--- src/rtl/dfu_boot_helper.sv ---
// Button debounce, press classification and warm-boot / soft-reset sequencing for iCE40 boards.
// wb_boot/wb_sel are wired to SB_WARMBOOT BOOT/{S1,S0}. The SB_IO pull-up for BTN_MODE 3 lives in the board top.
module dfu_boot_helper #(
    parameter int TIMER_WIDTH = 24,
    parameter int BTN_MODE    = 3,
    parameter int DFU_MODE    = 0
) (
    input  logic       clk,
    input  logic       rst,
    input  logic       boot_now,
    input  logic [1:0] boot_sel,
    input  logic       btn_pad,
    output logic       btn_val,
    output logic       rst_req,
    output logic       wb_boot,
    output logic [1:0] wb_sel
);
    localparam int DB_W = TIMER_WIDTH - 8;
    localparam logic PAD_IDLE = (BTN_MODE == 2) ? 1'b0 : 1'b1;
    localparam logic [TIMER_WIDTH-1:0] LONG_M1 = {1'b0, {(TIMER_WIDTH-1){1'b1}}};

    typedef enum logic [1:0] {ST_IDLE, ST_LOAD, ST_BOOTED} state_t;

    logic                   pad_meta, pad_sync, btn_lvl;
    logic [DB_W-1:0]        db_cnt, arm_cnt;
    logic                   armed, btn_val_q;
    logic [TIMER_WIDTH-1:0] press_cnt;
    logic                   long_evt, short_rel;
    logic                   btn_boot, btn_rst;
    logic [1:0]             btn_sel;
    state_t                 state, state_nxt;
    logic [1:0]             sel_nxt;
    logic                   boot_nxt, rst_nxt;

    // Synchronizer resets to the released pad level so reset never looks like a press.
    always_ff @(posedge clk) begin
        if (rst) begin
            pad_meta <= PAD_IDLE;
            pad_sync <= PAD_IDLE;
        end else begin
            pad_meta <= btn_pad;
            pad_sync <= pad_meta;
        end
    end

    always_comb begin
        case (BTN_MODE)
            1, 3:    btn_lvl = ~pad_sync;
            2:       btn_lvl = pad_sync;
            default: btn_lvl = 1'b0;
        endcase
    end

    always_ff @(posedge clk) begin
        if (rst) begin
            db_cnt  <= '0;
            btn_val <= 1'b0;
        end else if (btn_lvl != btn_val) begin
            if (db_cnt == '1) begin
                btn_val <= btn_lvl;
                db_cnt  <= '0;
            end else begin
                db_cnt <= db_cnt + DB_W'(1);
            end
        end else begin
            db_cnt <= '0;
        end
    end

    // Arm only after a full window of settled release, so a button held through reset is ignored.
    always_ff @(posedge clk) begin
        if (rst) begin
            armed   <= 1'b0;
            arm_cnt <= '0;
        end else if (!armed) begin
            if (btn_val || btn_lvl) begin
                arm_cnt <= '0;
            end else if (arm_cnt == '1) begin
                armed <= 1'b1;
            end else begin
                arm_cnt <= arm_cnt + DB_W'(1);
            end
        end
    end

    always_ff @(posedge clk) begin
        if (rst) begin
            press_cnt <= '0;
            btn_val_q <= 1'b0;
        end else begin
            btn_val_q <= btn_val;
            if (!btn_val)
                press_cnt <= '0;
            else if (!press_cnt[TIMER_WIDTH-1])
                press_cnt <= press_cnt + TIMER_WIDTH'(1);
        end
    end

    // press_cnt still holds the press length in the cycle after btn_val falls.
    assign long_evt  = btn_val && (press_cnt == LONG_M1);
    assign short_rel = btn_val_q && !btn_val && !press_cnt[TIMER_WIDTH-1];

    always_comb begin
        if (DFU_MODE == 0) begin
            btn_rst  = armed && short_rel;
            btn_boot = armed && long_evt;
            btn_sel  = 2'd1;
        end else begin
            btn_rst  = armed && long_evt;
            btn_boot = armed && short_rel;
            btn_sel  = 2'd2;
        end
    end

    always_ff @(posedge clk) begin
        if (rst) begin
            state   <= ST_IDLE;
            wb_sel  <= 2'd0;
            wb_boot <= 1'b0;
            rst_req <= 1'b0;
        end else begin
            state   <= state_nxt;
            wb_sel  <= sel_nxt;
            wb_boot <= boot_nxt;
            rst_req <= rst_nxt;
        end
    end

    always_comb begin
        state_nxt = state;
        sel_nxt   = wb_sel;
        boot_nxt  = wb_boot;
        rst_nxt   = 1'b0;
        case (state)
            ST_IDLE: begin
                if (boot_now) begin
                    sel_nxt   = boot_sel;
                    state_nxt = ST_LOAD;
                end else if (btn_boot) begin
                    sel_nxt   = btn_sel;
                    state_nxt = ST_LOAD;
                end else begin
                    rst_nxt = btn_rst;
                end
            end
            ST_LOAD: begin
                boot_nxt  = 1'b1;
                state_nxt = ST_BOOTED;
            end
            ST_BOOTED: ;
            default: state_nxt = ST_IDLE;
        endcase
    end
endmodule

--- config.mk ---
export PLATFORM = sky130hd
export DESIGN_NAME = dfu_boot_helper
export DESIGN_NICKNAME = d
export VERILOG_FILES = /design/src/rtl/dfu_boot_helper.sv
export SDC_FILE = /design/constraint.sdc
export NUM_CORES = 1
export LEC_CHECK = 0
export CORE_ASPECT_RATIO = 1.25
export CORE_UTILIZATION = 54
export DETAILED_ROUTE_END_ITERATION = 10
export GPL_TIMING_DRIVEN = 0
export PLACE_DENSITY = 0.75
export REMOVE_ABC_BUFFERS = 1
export SYNTH_ARGS = -nofsm -noshare
export SYNTH_HDL_FRONTEND = slang
export SYNTH_SLANG_ARGS = --single-unit
--- constraint.sdc ---
create_clock -name clk -period 1.8 [get_ports clk]
set_input_delay 0.18 -clock clk [delete_from_list [all_inputs] [get_ports clk]]
set_output_delay 0.18 -clock clk [all_outputs]
set_load 0.02 [all_outputs]
# Word level (Yosys, flattened, before mapping)

Cells that the tools add are included.
Widths: inputs -> output; s select.

Add/subtract/negate cells: 3
Eq/ne operators: 8
Multiplexer cells: 10
Bitwise gates (word level): 6
Reduce and logical (&&, ||, !) cells: 17

Operators by type and width:

| cell                  | number |
|---|---|
| $add 16x1->16 const B | 2 |
| $eq 16x16->1 const B  | 2 |
| $mux 16               | 2 |
| $add 24x1->24 const B | 1 |
| $eq 24x23->1 const B  | 1 |
| $mux 24               | 1 |
| $reduce_and 2->1      | 4 |
| $mux 2                | 3 |
| $not 1->1             | 6 |
| $pmux 2 s3            | 1 |
| $logic_and 1x1->1     | 5 |
| $reduce_or 4->1       | 1 |
| $mux 1                | 3 |
| $ne 3x3->1 const B    | 1 |
| $reduce_or 3->1       | 1 |
| $eq 2x1->1 const B    | 1 |
| $eq 2x2->1 const B    | 1 |
| $logic_not 1->1       | 2 |
| $logic_not 2->1       | 1 |
| $ne 2x2->1 const B    | 1 |
| $reduce_bool 2->1     | 1 |
| $reduce_or 2->1       | 1 |
| $logic_or 1x1->1      | 1 |
| $ne 1x1->1            | 1 |

Flip-flop bits (word level): 67
Output and inout port bits: 5
Word-level logic and storage cells: 57

# Depth between registers and ports, before layout

Depth in word-level cells: 6
Depth in mapped cells: 8

# Least setup slack after synthesis

Ideal clock, no wire load.

Kind: flip-flop to flip-flop
Start point: reg btn_val
End point: reg arm_cnt[6]
Setup time: 140 ps
Arrival time: 1810 ps
Data required time: 1660 ps
Setup slack: -151 ps
Cell stages (with the launch flop): 9
Path buffers: 2
Clock period less this slack: 1951 ps
Cells stage by stage: dfxtp_1 > inv_1 > ha_1 > clkbuf_1 > nand4_1 > nor4_1 > clkbuf_1 > or3_1 > a21oi_1

Longest elaborated chain between the ends: 3
Elaborated cells between the ends (all ways): 4

Ends and longest elaborated chain:

| item                              | line | RTL |
|---|---|---|
| start, declared                   | 13   | `output logic btn_val,` |
| start signal, assigned            | 60   | `btn_val <= btn_lvl;` |
| $logic_or 1x1->1 *                | 76   | `if (btn_val \|\| btn_lvl) begin` |
| $ne 2x2->1 (no source line)       | --   |  |
| $reduce_and 2->1 (no source line) | --   |  |
| end signal, assigned              | 81   | `arm_cnt <= arm_cnt + DB_W'(1);` |
| end, declared                     | 25   | `logic [DB_W-1:0] db_cnt, arm_cnt;` |

Mark *: on every way between the ends. The rest lies on a longest branch, timed or not.
A chain may end at the register's enable or synchronous reset.

# Worst setup path in the final report

Start point: reg btn_val
End point: reg arm_cnt[3]

The elaborated chain is that of the path after synthesis.

==> metrics.cfg <==
[run_status]
outcome=completed

[critical_path]
crit_end=arm_cnt[3]$_SDFFE_PP0P_
cp_cell_sequence=inv_1 -> ha_4 -> nand4_1 -> nor4_4 -> buf_6 -> or4_4 -> a21oi_2
reg2reg_depth=7
r2r_start=btn_val$_SDFFE_PP0P_
worstPathMaxFanout=12
r2r-end=arm_cnt[3]$_SDFFE_PP0P_
critPathKind=reg2reg
path_delay_family=simple AND/OR/NAND/NOR gates
critPathMaxStageDelay_ns=0.51
endpoint_kind=register
rrSetupSlack_ns=0.03
cp-start-kind=register
arrival_ns=2.05
startpoint=btn_val$_SDFFE_PP0P_
cp_slowest_cell=or4_4
required_ns=2.08
cp_num_cells=7
worstPathBufferInverterCount=2

[drt]
routed_wl_um=6440
vias=2702
vias_per_cell=5.85
drt-wirelength-per-cell_um=13.9
drt_iter0_markers=118
ant_nets=0
drc=0
firstDrtPassIters=4

[timing]
fmax_mhz=566
slew_headroom_pct=60.0
skew_ns=0.0107
hold_viol=0
worst_pin_slew_ns=0.600
period_share_pct=98.1
holdWs_ns=0.408
fin_crit_ns=1.77
setup_viol=0
slew_viol_final=0
setup_ws_ns=0.0342

[power_and_ir_drop]
finalPower_mw=2.89
swShare_pct=21.8
p_int_mw=2.26
power_frac_comb_pct=3.7
leakagePower_nw=1.23
power_frac_seq_pct=52.3
clockPowerShare_pct=44.0
switchingPower_mw=0.631
vdd_ir_drop_max_v=0.000432
power.density_mw_per_mm2=759

[yosys]
synthesis.area_mm2=0.00311
yosysUniqueCellTypes=49
ys.flop_type=dfxtp_1
yosysWarnings=0
synth_edf_count=0
syn_inst=362
ys_seq_elements=67
avgSynthCellArea_um2=8.59
synth_async_sr_flop_share_pct=0
yosysSeqAreaShare_pct=43.1

[place]
place_ws_ns=-0.964
io_buffers=10
gp_congestion=0.813
dp_hpwl_um=3990
placed_cell_area_mm2=0.00323

[cts]
clk_pin_slew_ns=0.07
clk_path_buf_depth=2
cts_tree=yes
clock_latency_ns=0.35
cts_root_buf=clkbuf_8
cts_max_level=3
numClockSinks=67
cts_inserted_buffers=9

[floorplanning]
initial_utilization_pct=56.7
die_h_um=86.8
pin_count=11
core_mm2=0.00548
die_x_um=69.9
fp.dieArea_mm2=0.00607
fp-row-count=30

[cells_and_area]
drive_gt1_share_pct=21.1
fill_cells=416
area_growth_pct=22.4
design_area_mm2=0.00381
antennaDiodeCount=0
nets=403

[global_routing]
grt_util_all_layers_pct=23.1
grt_pass1_wl_um=11100
grt_pass1_vias=2471
overflow=0
antenna_found_initial=0
grt_max_degree=25

[job]
cap_violations=0

[hold_path]
hp-class=reg2reg

==> flip-flops by register name, indices dropped and copies added (netlist names) <==
signal	cells
wb_sel	2
armed	1
wb_boot	1
state	2
db_cnt	16
pad_sync	1
btn_val_q	1
btn_val	1
arm_cnt	16
rst_req	1
press_cnt	24
pad_meta	1
==> cell usage after synthesis, types with 3 or more instances <==
library cell,count,area (um2)
o31ai_1,11,82.6
nor4_1,10,62.6
nor2b_1,3,18.8
nor2_1,43,161
dfxtp_1,67,1340
o21ai_0,11,55.1
mux2i_1,3,30.0
or4_1,13,97.6
xor2_1,9,78.8
ha_1,4,50.1
nand2b_1,3,18.8
nand4_1,15,93.8
or2_2,9,56.3
and4_1,4,35.0
nor3_1,12,60.1
xnor2_1,18,158
inv_1,11,41.3
a21oi_1,20,100
clkbuf_1,11,41.3
nand2_1,22,82.6
nand3_1,23,115
or3_1,7,43.8
==> layout by cell type, fill, tap and decap left out, drive strengths merged, types with 2 or more instances in the layout <==
master,count
ha,4
clkbuf,12
or2,9
clkinv,4
nand2b,3
nor3,12
a31oi,2
or3,7
inv,11
xnor2,18
o311ai,2
o21a,2
dfxtp,67
xor2,9
nand3b,2
clkdlybuf4s50,9
o31ai,11
o21ai,12
and4,4
and4b,2
mux2i,3
nand3,23
buf,23
nand4,17
a21oi,20
nand2,22
or4,14
nor4,10
nor2b,3
nor2,43
==> per-layer routing <==
| metal | GRT usage (%) | up-vias | part of all wire, % |
|---|---|---|---|
| met5 | 0 | - | 0 |
| met4 | 11.5 | 0 | 2.1 |
| met3 | 5.00 | 10 | 2.6 |
| met2 | 40.6 | 34 | 49 |
| met1 | 26.4 | 1274 | 46 |
| li1 | - | 1384 | - |
==> how the worst min path moves through the flow <==
stage | startpoint | to | slack, ns | cells past startpoint
floorplan | rst | arm_cnt[0]$_SDFFE_PP0P_ | 0.25 | 1
global placement | pad_meta$_SDFF_PP1_ | pad_sync$_SDFF_PP1_ | 0.41 | 1
detailed placement | pad_meta$_SDFF_PP1_ | pad_sync$_SDFF_PP1_ | 0.40 | 1
CTS | btn_pad | pad_meta$_SDFF_PP1_ | 0.40 | 2
global route | pad_meta$_SDFF_PP1_ | pad_sync$_SDFF_PP1_ | 0.42 | 1
finish | pad_meta$_SDFF_PP1_ | pad_sync$_SDFF_PP1_ | 0.41 | 1
==> power groups by stage <==
stage / sequential [mW] / clock [mW] / combinational [mW]
final: 1.51 / 1.27 / 0.106
after detailed placement: 1.55 / 0 / 0.101
after CTS: 1.51 / 1.30 / 0.105
after floorplan: 1.55 / 0 / 0.0540
after global routing: 1.51 / 1.36 / 0.117
after global placement: 1.55 / 0 / 0.0990
==> metrics by stage <==
stage	util [%]	TNS [ns]	instances
6_report	69.5	0	462
5_1_grt	69.5	-0.0667	462
4_1_cts	65.4	-0.00497	444
3_5_place_dp	59.0	-30.06	422
3_3_place_gp	58.9	-32.18	422
2_1_floorplan	-	-3.08	348
==> layout make-up <==
type | instances | area (um2) | share of cell area (%)
Clock buffer | 12 | 155 | 4.08
Clock inverter | 4 | 48.8 | 1.28
Inverter | 12 | 46.3 | 1.22
Multi-Input combinational cell | 270 | 1810 | 47.4
Sequential cell | 67 | 1370 | 35.9
Tap cell | 64 | 80.1 | 2.10
Timing Repair Buffer | 33 | 304 | 7.99
==> cell families after synthesis <==
kind of cell / count (synthesis) / share of synthesized area [%]
buf+inv: 26 / 3.46
xor+xnor: 27 / 7.61
mux: 4 / 1.33
compound gates: 60 / 12.4
fa+ha+maj: 4 / 1.61
simple gates: 174 / 30.5
flops: 67 / 43.1
==> what timing repair did <==
item | 4_1_cts | 5_1_grt
hold buffers | 0 | 0
endpoints found under the setup margin | 57 | 32
gates resized for setup | 31 | 17
pin swaps | 3 | 14
buffers inserted | 5 | 19
cloned | 1 | 0
Note: power is estimated with default switching activity, not from simulation.
